[config.mk]
export PLATFORM = sky130hd
export DESIGN_NAME = rr_mux_arbiter
export DESIGN_NICKNAME = d
export VERILOG_FILES = /design/src/rtl/rr_arb_pkg.sv /design/src/rtl/rr_pick.sv /design/src/rtl/rr_mux_arbiter.sv
export SDC_FILE = /design/constraint.sdc
export NUM_CORES = 1
export LEC_CHECK = 0
export BUFFER_PORTS_ARGS = -buffer_cell sky130_fd_sc_hd__buf_2
export CORE_MARGIN = 1.5
export CORE_UTILIZATION = 46
export DETAILED_ROUTE_END_ITERATION = 10
export PLACE_DENSITY = 0.71
export SETUP_SLACK_MARGIN = 0.02
export SYNTH_ARGS = -nofsm -noshare
export SYNTH_HDL_FRONTEND = slang
export SYNTH_SLANG_ARGS = --single-unit
[constraint.sdc]
create_clock -name clk -period 3.8 [get_ports clk]
set_clock_uncertainty 0.1 [all_clocks]
set_input_delay 0.76 -clock clk [delete_from_list [all_inputs] [get_ports clk]]
set_output_delay 0.76 -clock clk [all_outputs]
set_load 0.1 [all_outputs]
[src/rtl/rr_arb_pkg.sv]
// rr_arb_pkg -- shared constants, FSM encoding and index helper for the
// round-robin mux arbiter.
//   NUM_REQ  : number of requesters sharing the channel (7)
//   SEL_W    : width of a requester index (3)
//   state_t  : arbiter FSM encoding (IDLE / GRANT / SWITCH)
//   rr_index : (base + offset) mod NUM_REQ, used for the circular search
package rr_arb_pkg;

    localparam int unsigned NUM_REQ = 7;
    localparam int unsigned SEL_W   = 3;

    typedef enum logic [1:0] {
        IDLE   = 2'd0,
        GRANT  = 2'd1,
        SWITCH = 2'd2
    } state_t;

    // base is always < NUM_REQ and offset <= NUM_REQ, so one subtraction
    // is enough to wrap the sum back into range.
    function automatic logic [SEL_W-1:0] rr_index(input logic [SEL_W-1:0] base,
                                                  input int unsigned     offset);
        int unsigned sum;
        sum = 32'(base) + offset;
        if (sum >= NUM_REQ) begin
            sum = sum - NUM_REQ;
        end
        return SEL_W'(sum);
    endfunction

endpackage

[src/rtl/rr_pick.sv]
// rr_pick -- combinational round-robin winner search.
// Scans req circularly starting at last+1 (mod NUM_REQ) and reports the
// first set bit.
//   req  : in,  NUM_REQ bits, pending requests
//   last : in,  SEL_W bits, index of the previous grant
//   win  : out, SEL_W bits, winning index (equals last when any is low)
//   any  : out, 1 bit, high when at least one request is pending
module rr_pick
    import rr_arb_pkg::*;
(
    input  logic [NUM_REQ-1:0] req,
    input  logic [SEL_W-1:0]   last,
    output logic [SEL_W-1:0]   win,
    output logic               any
);

    logic [SEL_W-1:0] idx;

    // Offset NUM_REQ lands back on last itself, so the previous holder is
    // considered only after every other requester.
    always_comb begin
        win = last;
        any = 1'b0;
        idx = last;
        for (int unsigned off = 1; off <= NUM_REQ; off++) begin
            idx = rr_index(last, off);
            if (!any && req[idx]) begin
                win = idx;
                any = 1'b1;
            end
        end
    end

endmodule

[src/rtl/rr_mux_arbiter.sv]
// rr_mux_arbiter -- round-robin arbiter for seven requesters sharing a
// one-bit data channel.
//   clk       : in,  rising-edge clock
//   resetn    : in,  asynchronous active-low reset
//   req       : in,  7 bits, request per requester
//   data_in   : in,  7 bits, data bit per requester
//   gnt       : out, 7 bits, registered one-hot grant (or zero)
//   sel       : out, 3 bits, registered index of the granted requester
//   busy      : out, registered, high exactly when gnt is nonzero
//   data_out  : out, data_in[sel] while busy, else 0 (combinational)
//   dbg_state : out, current FSM state for observation
// Optional feature: define RR_ARB_TIMEOUT_EN to limit every grant to
// MAX_HOLD cycles; without it a grant lasts as long as req[sel] stays high.
//
// Handshake: a requester raises req[i] and keeps it high for as long as it
// wants the channel; gnt[i] rises one cycle later and stays high until the
// requester drops req[i] (or the hold limit expires). Every grant is followed
// by one SWITCH cycle with gnt=0 before the next winner is chosen.
module rr_mux_arbiter
    import rr_arb_pkg::*;
#(
    parameter int unsigned MAX_HOLD = 8
) (
    input  logic               clk,
    input  logic               resetn,
    input  logic [NUM_REQ-1:0] req,
    input  logic [NUM_REQ-1:0] data_in,
    output logic [NUM_REQ-1:0] gnt,
    output logic [SEL_W-1:0]   sel,
    output logic               busy,
    output logic               data_out,
    output state_t             dbg_state
);

    if (MAX_HOLD == 0) begin : g_bad_max_hold
        $error("rr_mux_arbiter: MAX_HOLD must be at least 1");
    end

    state_t             state_q, state_d;
    logic [NUM_REQ-1:0] gnt_q,   gnt_d;
    logic [SEL_W-1:0]   sel_q,   sel_d;
    logic [SEL_W-1:0]   last_q,  last_d;
    logic               busy_q,  busy_d;

    logic [SEL_W-1:0]   pick_idx;
    logic               pick_any;
    logic               hold_expired;

`ifdef RR_ARB_TIMEOUT_EN
    localparam int unsigned CNT_W = $clog2(MAX_HOLD + 1);
    logic [CNT_W-1:0] cnt_q, cnt_d;

    // cnt_q counts GRANT edges already taken; the edge that would bring it
    // to MAX_HOLD ends the grant, giving exactly MAX_HOLD visible cycles.
    assign hold_expired = (cnt_q == CNT_W'(MAX_HOLD - 1));
`else
    assign hold_expired = 1'b0;
`endif

    rr_pick u_pick (
        .req  (req),
        .last (last_q),
        .win  (pick_idx),
        .any  (pick_any)
    );

    always_comb begin
        state_d = state_q;
        gnt_d   = gnt_q;
        sel_d   = sel_q;
        last_d  = last_q;
        busy_d  = busy_q;
`ifdef RR_ARB_TIMEOUT_EN
        cnt_d   = cnt_q;
`endif
        case (state_q)
            // SWITCH arbitrates exactly like IDLE; it only exists to force
            // one gnt=0 cycle between consecutive grants.
            IDLE, SWITCH: begin
                gnt_d  = '0;
                busy_d = 1'b0;
                if (pick_any) begin
                    state_d = GRANT;
                    gnt_d   = NUM_REQ'(1) << pick_idx;
                    sel_d   = pick_idx;
                    last_d  = pick_idx;
                    busy_d  = 1'b1;
`ifdef RR_ARB_TIMEOUT_EN
                    cnt_d   = '0;
`endif
                end else begin
                    state_d = IDLE;
                end
            end
            GRANT: begin
`ifdef RR_ARB_TIMEOUT_EN
                cnt_d = cnt_q + 1'b1;
`endif
                // Only the holder's request matters here; other req bits
                // wait for the next arbitration.
                if (!req[sel_q] || hold_expired) begin
                    state_d = SWITCH;
                    gnt_d   = '0;
                    busy_d  = 1'b0;
                end
            end
            default: begin
                state_d = IDLE;
                gnt_d   = '0;
                busy_d  = 1'b0;
            end
        endcase
    end

    always_ff @(posedge clk or negedge resetn) begin
        if (!resetn) begin
            state_q <= IDLE;
            gnt_q   <= '0;
            sel_q   <= '0;
            busy_q  <= 1'b0;
            // last = NUM_REQ-1 makes requester 0 first in line after reset.
            last_q  <= SEL_W'(NUM_REQ - 1);
`ifdef RR_ARB_TIMEOUT_EN
            cnt_q   <= '0;
`endif
        end else begin
            state_q <= state_d;
            gnt_q   <= gnt_d;
            sel_q   <= sel_d;
            busy_q  <= busy_d;
            last_q  <= last_d;
`ifdef RR_ARB_TIMEOUT_EN
            cnt_q   <= cnt_d;
`endif
        end
    end

    assign gnt       = gnt_q;
    assign sel       = sel_q;
    assign busy      = busy_q;
    assign dbg_state = state_q;
    assign data_out  = busy_q ? data_in[sel_q] : 1'b0;

endmodule

Yosys cells after proc, flatten, opt, wreduce, memory -nomap -nowiden
Cells that the tools add are included.
{"block": "op_classes", "shift": 1, "bitwise": 0, "n_mul": 0, "eq_ne": 3, "n_mux": 49, "n_reduce_logical": 15, "add_sub_neg": 14, "n_div": 0, "n_lt_le_gt_ge": 15}
{"op": "two-way mux 3 bit", "n": 14}
{"op": "< comparator 3 x 4 -> 1 bit, second input constant", "n": 8}
{"op": ">= comparator 4 x 3 -> 1 bit, second input constant", "n": 7}
{"op": "binary-select mux 1 bit (select 3 bit)", "n": 9}
{"op": "subtractor 3 bit, second input constant", "n": 7}
{"op": "two-way mux 1 bit", "n": 20}
{"op": "adder 3 x 3 -> 4 bit, second input constant", "n": 4}
{"op": "two-way mux 7 bit", "n": 2}
{"op": "one-hot mux 7 bit (2 select lines)", "n": 1}
{"op": "adder 3 x 2 -> 4 bit, second input constant", "n": 2}
{"op": "left shift 1 x 3 -> 7 bit, first input constant", "n": 1}
{"op": "logical AND 1 bit", "n": 6}
{"op": "logical NOT 1 bit", "n": 6}
{"op": "adder 3 x 1 -> 4 bit, second input constant", "n": 1}
{"op": "one-hot mux 2 bit (2 select lines)", "n": 1}
{"op": "equality test 2 x 1 -> 1 bit, second input constant", "n": 1}
{"op": "equality test 2 bit, second input constant", "n": 1}
{"op": "logical NOT 2 bit", "n": 1}
{"op": "two-way mux 2 bit", "n": 1}
{"op": "inequality test 2 bit, second input constant", "n": 1}
{"op": "one-hot mux 1 bit (2 select lines)", "n": 1}
{"op": "AND reduction 2 bit", "n": 1}
{"op": "OR reduction 2 bit", "n": 1}
{"block": "totals", "ramBits": 0, "rom_bits": 0, "memories": 0, "latch_bits": 0, "in_bits": 16, "register_bits": 16}

Longest topological paths before layout
Gate-level depths: netlist of the first run.
{"block": "logic_depth", "ltp_word": 27, "ltp_mapped": 16}

By module
A second synthesis of the first run with hierarchy kept.
{"block": "unflattened", "cells_unflattened": 312, "area_unflattened_um2": 2483.6}
{"module": "rr_pick", "n_inst": 1, "cells_per_inst": 246, "seq_area_each_um2": 0.0, "area_each_um2": 1796.7}
{"module": "rr_mux_arbiter", "n_inst": 1, "cells_per_inst": 66, "seq_area_each_um2": 352.8, "area_each_um2": 686.9}

Worst setup path after synthesis of the first run
No wires, ideal clock.
{"block": "synth_path", "path_type": "flip-flop to flip-flop", "startpoint": "register last_q[1]", "endpoint": "register gnt_q[5] (netlist: gnt[5])", "synth_period_minus_slack_ps": 3802, "stages_incl_launch_ff": 16, "setup_slack_ps": -2, "t_arrival_ps": 3579, "cell_sequence": "dfstp_2 -> buf_2 -> inv_1 -> ha_1 -> inv_1 -> fa_1 -> and3b_1 -> o21ai_0 -> nand4_1 -> o21ai_1 -> and4_1 -> buf_2 -> nand2_1 -> o41ai_1 -> o22ai_1 -> a32o_1"}
{"block": "synth_between", "elab_chain_len": 27}
{"item": "start, declared", "line_no": "rr_mux_arbiter.sv:42", "source": "logic [SEL_W-1:0] last_q, last_d;"}
{"item": "start signal, assigned", "line_no": "rr_mux_arbiter.sv:122", "source": "last_q <= SEL_W'(NUM_REQ - 1);"}
{"item": "start signal, assigned", "line_no": "rr_mux_arbiter.sv:131", "source": "last_q <= last_d;"}
{"item": "adder 3 x 1 -> 4 bit", "line_no": "rr_arb_pkg.sv:23", "source": "sum = 32'(base) + offset;"}
{"item": ">= comparator 4 x 3 -> 1 bit / subtractor 3 bit (equally long branches)", "line_no": "rr_arb_pkg.sv:24, rr_arb_pkg.sv:25"}
{"item": "two-way mux 3 bit", "line_no": "rr_arb_pkg.sv:24", "source": "if (sum >= NUM_REQ) begin"}
{"item": "binary-select mux 1 bit (select 3 bit)", "line_no": "rr_pick.sv:27", "source": "if (!any && req[idx]) begin"}
{"item": "two-way mux 1 bit (implied by the code)", "line_no": "rr_pick.sv:27"}
{"item": "two-way mux 1 bit", "line_no": "rr_pick.sv:27"}
{"item": "logical NOT 1 bit", "line_no": "rr_pick.sv:27"}
{"item": "logical AND 1 bit", "line_no": "rr_pick.sv:27"}
{"item": "[... 11 more ...]"}
{"item": "logical AND 1 bit", "line_no": "rr_pick.sv:27"}
{"item": "two-way mux 1 bit", "line_no": "rr_pick.sv:27"}
{"item": "logical NOT 1 bit", "line_no": "rr_pick.sv:27"}
{"item": "logical AND 1 bit", "line_no": "rr_pick.sv:27"}
{"item": "two-way mux 3 bit", "line_no": "rr_pick.sv:27"}
{"item": "left shift 1 x 3 -> 7 bit", "line_no": "rr_mux_arbiter.sv:84", "source": "gnt_d = NUM_REQ'(1) << pick_idx;"}
{"item": "two-way mux 7 bit (*)", "line_no": "rr_mux_arbiter.sv:82", "source": "if (pick_any) begin"}
{"item": "one-hot mux 7 bit (2 select lines) (*)", "line_no": "rr_mux_arbiter.sv:76", "source": "case (state_q)"}
{"item": "end signal, assigned", "line_no": "rr_mux_arbiter.sv:128", "source": "gnt_q <= gnt_d;"}
{"item": "end, declared", "line_no": "rr_mux_arbiter.sv:40", "source": "logic [NUM_REQ-1:0] gnt_q, gnt_d;"}
Every way passes the cells marked *; elsewhere a longest branch is shown, timed or not. The select of a mux whose other input is x is not followed.
A chain may end at the register's enable or synchronous reset.

Worst setup path after layout of the first run
{"block": "layout_path", "startpoint": "register last_q[1]", "endpoint": "register gnt_q[1] (netlist: gnt[1])"}
Same word-level chain as after synthesis.

==> results of run 1 <==
[area by class of cell]
cell class	count	area (um^2)	area share
Clock buffer	4	55.1	0.0178
Timing Repair Buffer	54	337	0.109
Tap cell	72	90.1	0.0291
Sequential cell	14	354	0.114
Inverter	16	62.6	0.0202
Multi-Input combinational cell	288	2200	0.710
[registers in the layout, summed over array words and instances, names as in the netlist]
| signal | flops |
|---|---|
| last_q | 2 |
| sel | 3 |
| dbg_state | 2 |
| gnt | 7 |
[worst max-delay path: stages, from the launching register on]
cell	delay, ns
dfstp_2	0.54
inv_1	0.07
ha_2	0.20
inv_1	0.08
fa_2	0.50
nor3b_1	0.27
o21ai_0	0.16
nand4_1	0.16
o21ai_2	0.11
a211o_1	0.25
a31oi_2	0.29
o22ai_2	0.15
mux2_2	0.34
o41ai_2	0.28
[per-layer routing]
layer	GRT usage	vias up	part of all wire
li1	-	1386	-
met1	0.361	1382	0.46
met2	0.419	115	0.46
met3	0.0366	13	0.070
met4	0.0724	0	0.011
met5	0	-	0
[kinds of logic after synthesis]
group / count (synthesis) / share of synthesized area
compound gates: 119 / 0.344
simple gates: 136 / 0.300
fa+ha+maj: 11 / 0.0535
xor+xnor: 7 / 0.0281
mux: 14 / 0.0631
buf+inv: 42 / 0.0811
flops: 14 / 0.130
[cells in the final DEF (no fill, tap or decap), types with 3 or more instances in the layout]
cell type	netlist	final
a211oi_1	4	4
a21o_1	3	3
a21oi_1	16	16
a221o_1	4	4
a221oi_4	3	3
a31oi_1	6	5
and3_1	4	3
and3b_1	5	5
buf_2	9	29
buf_4	3	24
clkbuf_8	0	4
dfrtp_1	12	11
ha_1	10	7
ha_2	0	3
inv_1	14	14
mux2_2	5	5
mux2i_1	7	7
nand2_1	35	35
nand2b_1	6	6
nand3_1	9	9
nand3b_1	7	7
nand4_1	7	7
nor2_1	12	12
nor2b_1	11	11
nor3_1	3	3
nor3b_1	7	7
o211ai_1	6	6
o21ai_0	26	21
o21ai_1	2	6
o22ai_1	5	4
o31ai_1	4	4
o41ai_2	2	4
or2_1	3	3
or3_1	6	6
xnor2_1	5	5
[per-stage QoR]
| step | setup TNS, ns | hold slack, ns |
|---|---|---|
| floorplan | 0 | 0.364 |
| CTS | 0 | 0.301 |
| detailed placement | -0.0128 | 0.354 |
| global placement | 0 | 0.359 |
| global route | -0.00502 | 0.317 |
| finish | 0 | 0.302 |
[worst paths after layout]
path | startpoint | endpoint | slack, ns | cells after the start
min reg2reg | gnt[0]$_DFFE_PN0P_ | gnt[0]$_DFFE_PN0P_ | 0.38 | 2
max | last_q[1]$_DFFE_PN1P_ | gnt[1]$_DFFE_PN0P_ | 0.19 | 13
max reg2reg | last_q[1]$_DFFE_PN1P_ | gnt[1]$_DFFE_PN0P_ | 0.19 | 13
max in group asynchronous | resetn | last_q[1]$_DFFE_PN1P_ | 3.01 | 1
min | resetn | dbg_state[1]$_DFFE_PN0P_ | 0.30 | 1
min in group clk | gnt[0]$_DFFE_PN0P_ | gnt[0]$_DFFE_PN0P_ | 0.38 | 2
[what timing repair did]
item,CTS,global route
gates cloned,0,1
buffers inserted,0,4
endpoints found under the setup margin,3,13
pin swaps,0,11
resized for setup,1,17
==> out/qor.csv, run 1 <==
stage,metric,value,unit
status,status,"complete, no violations",
synthesis,most frequent cell after synthesis,nand2_1,
clock_network,Bufs on Longest Clock Path,2,
finish,final cell count without fillers,448,
floorplan,I/O pins,30,
place,Place WS,-0.0128,ns
place,Post-Place Cells,439,
run,max_cap viols,0,
drt,number of remaining DRC errors,0,
critical_path,critical path arrival,3.66,ns
finish,# fillers,550,
synthesis,Ys Warns,0,
global_route,largest net degree at the start of global routing,63,
clock_network,H-tree Lvls,1,
place,gpl congestion,0.996,
sta,Tightest Pin Transition,0.507,ns
drt,1st-pass router iterations,5,
sta,Final Slew Violations,0,
sta,period utilization,0.949,
finish,ratio of cells with drive above 1 in the final layout,0.274,
floorplan,die width,79.8,um
synthesis,gate count of the mapped netlist,343,
synthesis,Post-Syn Area,0.00272,mm^2
finish,fin nets,404,
clock_network,Clock Sinks,14,
global_route,"Remaining Overflow, GRT",0,
clock_network,Clock Latency Late Sink,0.25,ns
floorplan,Starting Density,0.484,
worst_hold_path,min-delay worst type,in2async,
synthesis,"EDFF count, synth",0,
global_route,vias in the first global route,2684,
global_route,first-pass GRT wire length,13100,um
finish,cell area after layout,0.00310,mm^2
sta,Setup Viol. Count Final,0,
synthesis,"top cells by area, synth","dfrtp_1, nand2_1, o21ai_0",
synthesis,"FFs w/ async S/R, synth",1.00,
floorplan,Die Area,0.00637,mm^2
finish,P&R area growth vs syn,14.1,%
critical_path,"Max FO, Critical Path",8,
drt,Via density,6.46,
floorplan,die height,79.8,um
place,I/O Buffers,29,
clock_network,CTS Hold Bufs,0,
place,"Cell Area, Placed",0.00296,mm^2
floorplan,placement row count,27,
drt,Antenna Nets Post-Route,0,
drt,DR WL/cell,18.4,um
drt,vias post-DR,2896,
sta,final hold vios,0,
clock_network,Clock transition at path regs,0.06,ns
drt,WL final,8250,um
global_route,Total GRT Usage,0.260,
synthesis,synth unique cells,89,
synthesis,cell taking the most area after synthesis,dfrtp_1,
synthesis,synthesized flop and latch total,14,
synthesis,Synth top cells by count,"nand2_1, o21ai_0, a21oi_1, inv_1",
synthesis,top_reg_cell synth,dfrtp_1,
finish,final core occ,0.552,
sta,Highest Clock Rate,0.277,GHz
sta,final worst-path setup slack,0.194,ns
synthesis,top cell type's share of synthesized area,0.111,
place,hpwl dp,5930,um
synthesis,post-synthesis sequential area ratio,0.130,
sta,Rel. slew slack,0.660,
synthesis,synthesized area per cell,7.92,um^2
drt,number of DRC markers in iteration 0,362,
clock_network,TritonCTS buffer count,3,
clock_network,CTS Root Cell,clkbuf_8,
critical_path,Startpoint Class,register,
sta,Final min period,3.61,ns
critical_path,Crit Path Class,reg2reg,
clock_network,CTS tree,built,
critical_path,crit path capture type,register,
global_route,initial antenna violation count,0,
critical_path,Required @ worst endpoint,3.85,ns
synthesis,syn nets,370,
finish,antenna fix cells,0,
floorplan,core area,0.00561,mm^2
Power of run 1 is left out: the tool's default activity adds up to more than one toggle a clock period on the data nets, which glitch-free logic cannot reach.
==> inputs of run 2 (changes only) <==
CORE_ASPECT_RATIO = 0.7   (was not set)
CORE_UTILIZATION = 40   (was 46)
PLACE_DENSITY = 0.63   (was 0.71)
==> run 2 against run 1 <==
Against the previous run: via count grew 2.2%; final cell count grew 4.2%; sequential share of layout area shrank 0.24 points; non-clock buffer count is the same; first-iteration DRC count shrank 27%; setup slack lost 0.013 ns; routed wire length grew 7.4%; critical endpoint is now gnt[0]$_DFFE_PN0P_; maximum frequency shrank 0.37%; utilization shrank 5.8 points.
==> out/qor.csv, run 2 (same netlist as run 1, synthesis figures left out) <==
stage,metric,value,unit,change
critical_path,Max stage delay on crit path,0.53,ns,about the same
run,max_cap viols,0,,unchanged
finish,antenna fix cells,0,,unchanged
finish,Largest register FFs,7,,unchanged
sta,Final min period,3.62,ns,+0.0135 ns
critical_path,Critical Path Most Common Cell,buf_4,,
critical_path,"Max FO, Critical Path",26,,+18
place,Place WS,0.0665,ns,+0.0793 ns
critical_path,slowest cell on the critical path,dfstp_2,,
drt,vias post-DR,2960,,+2.2%
sta,total negative slack,0,ns,unchanged
floorplan,die width,101,um,+27%
worst_hold_path,min-delay worst type,in2async,,
global_route,"Remaining Overflow, GRT",0,,unchanged
critical_path,critical path arrival,3.67,ns,about the same
place,gpl congestion,1.06,,+6.1%
sta,Tightest Pin Transition,0.597,ns,+0.0903 ns
drt,Via density,6.34,,-1.9%
sta,Rel. slew slack,0.602,,-0.0579
global_route,largest net degree at the start of global routing,63,,unchanged
critical_path,Crit Path Class,reg2reg,,
finish,cell area after layout,0.00317,mm^2,+2.2%
clock_network,CTS Root Cell,clkbuf_8,,
critical_path,Required @ worst endpoint,3.85,ns,about the same
global_route,first-pass GRT wire length,13600,um,+4.2%
sta,RSZ-0062 raised after global routing,true,,
floorplan,placement row count,24,,-11%
critical_path,Startpoint Class,register,,
sta,final worst-path setup slack,0.180,ns,-0.0135 ns
sta,Highest Clock Rate,0.276,GHz,-0.37%
clock_network,CTS tree,built,,
clock_network,H-tree Lvls,1,,unchanged
floorplan,Starting Density,0.424,,-0.0597
finish,fin nets,404,,unchanged
place,I/O Buffers,29,,unchanged
clock_network,Clock transition at path regs,0.06,ns,about the same
finish,P&R area growth vs syn,16.6,%,
sta,final hold vios,0,,unchanged
global_route,initial antenna violation count,0,,unchanged
drt,1st-pass router iterations,5,,unchanged
sta,period utilization,0.953,,+0.00355
finish,"most common cell after layout, fill and taps aside",nand2_1,,
floorplan,die height,71.9,um,-9.9%
floorplan,Die Area,0.00730,mm^2,+15%
floorplan,core area,0.00640,mm^2,+14%
drt,Antenna Nets Post-Route,0,,unchanged
drt,DR WL/cell,19.0,um,+3.0%
sta,Final Slew Violations,0,,unchanged
clock_network,Clock Latency Late Sink,0.25,ns,about the same
finish,ratio of cells with drive above 1 in the final layout,0.290,,+0.0160
floorplan,I/O pins,30,,unchanged
clock_network,Clock Sinks,14,,unchanged
sta,Setup Viol. Count Final,0,,unchanged
global_route,Total GRT Usage,0.239,,-0.0213
global_route,vias in the first global route,2570,,-4.2%
clock_network,TritonCTS buffer count,3,,unchanged
critical_path,CP cell instances,buf_4 > ha_1 > buf_4 > nor2b_1 > o32a_1 > a221o_1 > nand4b_4 > nor3_4 > nand4_1 > or2_1 > and2_4 > o41ai_2,,
drt,number of remaining DRC errors,0,,unchanged
finish,"commonest cells after routing, fill and taps aside","nand2_1, buf_2, buf_4",,
drt,number of DRC markers in iteration 0,265,,-27%
place,hpwl dp,6680,um,+13%
critical_path,crit path capture type,register,,
status,status,"complete, no violations",,
drt,WL final,8860,um,+7.4%
clock_network,Bufs on Longest Clock Path,2,,unchanged
place,"Cell Area, Placed",0.00301,mm^2,+1.6%
-- run 2: cell counts in the layout (fill, tap and decap cells not counted) --
Identical to the previous run, type by type.
-- run 2: worst paths after layout --
path                                             to  cells past startpoint  slack [ns]                   from
setup reg to reg                 gnt[0]$_DFFE_PN0P_                     12        0.18  last_q[2]$_DFFE_PN1P_
hold reg to reg                  gnt[4]$_DFFE_PN0P_                      2        0.37     gnt[4]$_DFFE_PN0P_
setup / recovery                 gnt[0]$_DFFE_PN0P_                     12        0.18  last_q[2]$_DFFE_PN1P_
hold / removal             dbg_state[1]$_DFFE_PN0P_                      1        0.31                 resetn
max in group asynchronous     last_q[1]$_DFFE_PN1P_                      1        2.99                 resetn
min in group clk                 gnt[4]$_DFFE_PN0P_                      2        0.37     gnt[4]$_DFFE_PN0P_
-- run 2: stage by stage --
stage | utilization | cells | hold slack (ns)
after floorplan | - | 343 | 0.364
after global placement | 0.470 | 461 | 0.365
after detailed placement | 0.470 | 461 | 0.357
after CTS | 0.479 | 465 | 0.314
after global routing | 0.495 | 467 | 0.322
final | 0.495 | 467 | 0.307
-- run 2: area by class of cell --
cell class | instances | area (um^2)
Inverter | 16 | 62.6
Fill cell | 641 | 3230
Timing Repair Buffer | 54 | 333
Tap cell | 91 | 114
Sequential cell | 14 | 354
Clock buffer | 4 | 55.1
Multi-Input combinational cell | 288 | 2250
-- run 2: metal layers --
layer	vias to the layer above	global-route usage	share of wire
li1	1392	-	-
met1	1419	0.389	0.50
met2	139	0.337	0.40
met3	10	0.0385	0.089
met4	0	0.0201	0.012
met5	-	0	0
-- run 2: what timing repair did --
action	in CTS	in global routing
hold buffers	0	0
gates resized for setup	0	23
endpoints found under the setup margin	0	13
setup buffers	0	1
-- run 2: critical path, delay by kind of cell (launching register included) --
kind,cells,cell delay [ns]
fa+ha+maj,1,0.32
simple gates,6,1.38
buf+inv,2,0.46
compound gates,3,0.72
flops,1,0.53
Power of run 2 is left out for the same reason.
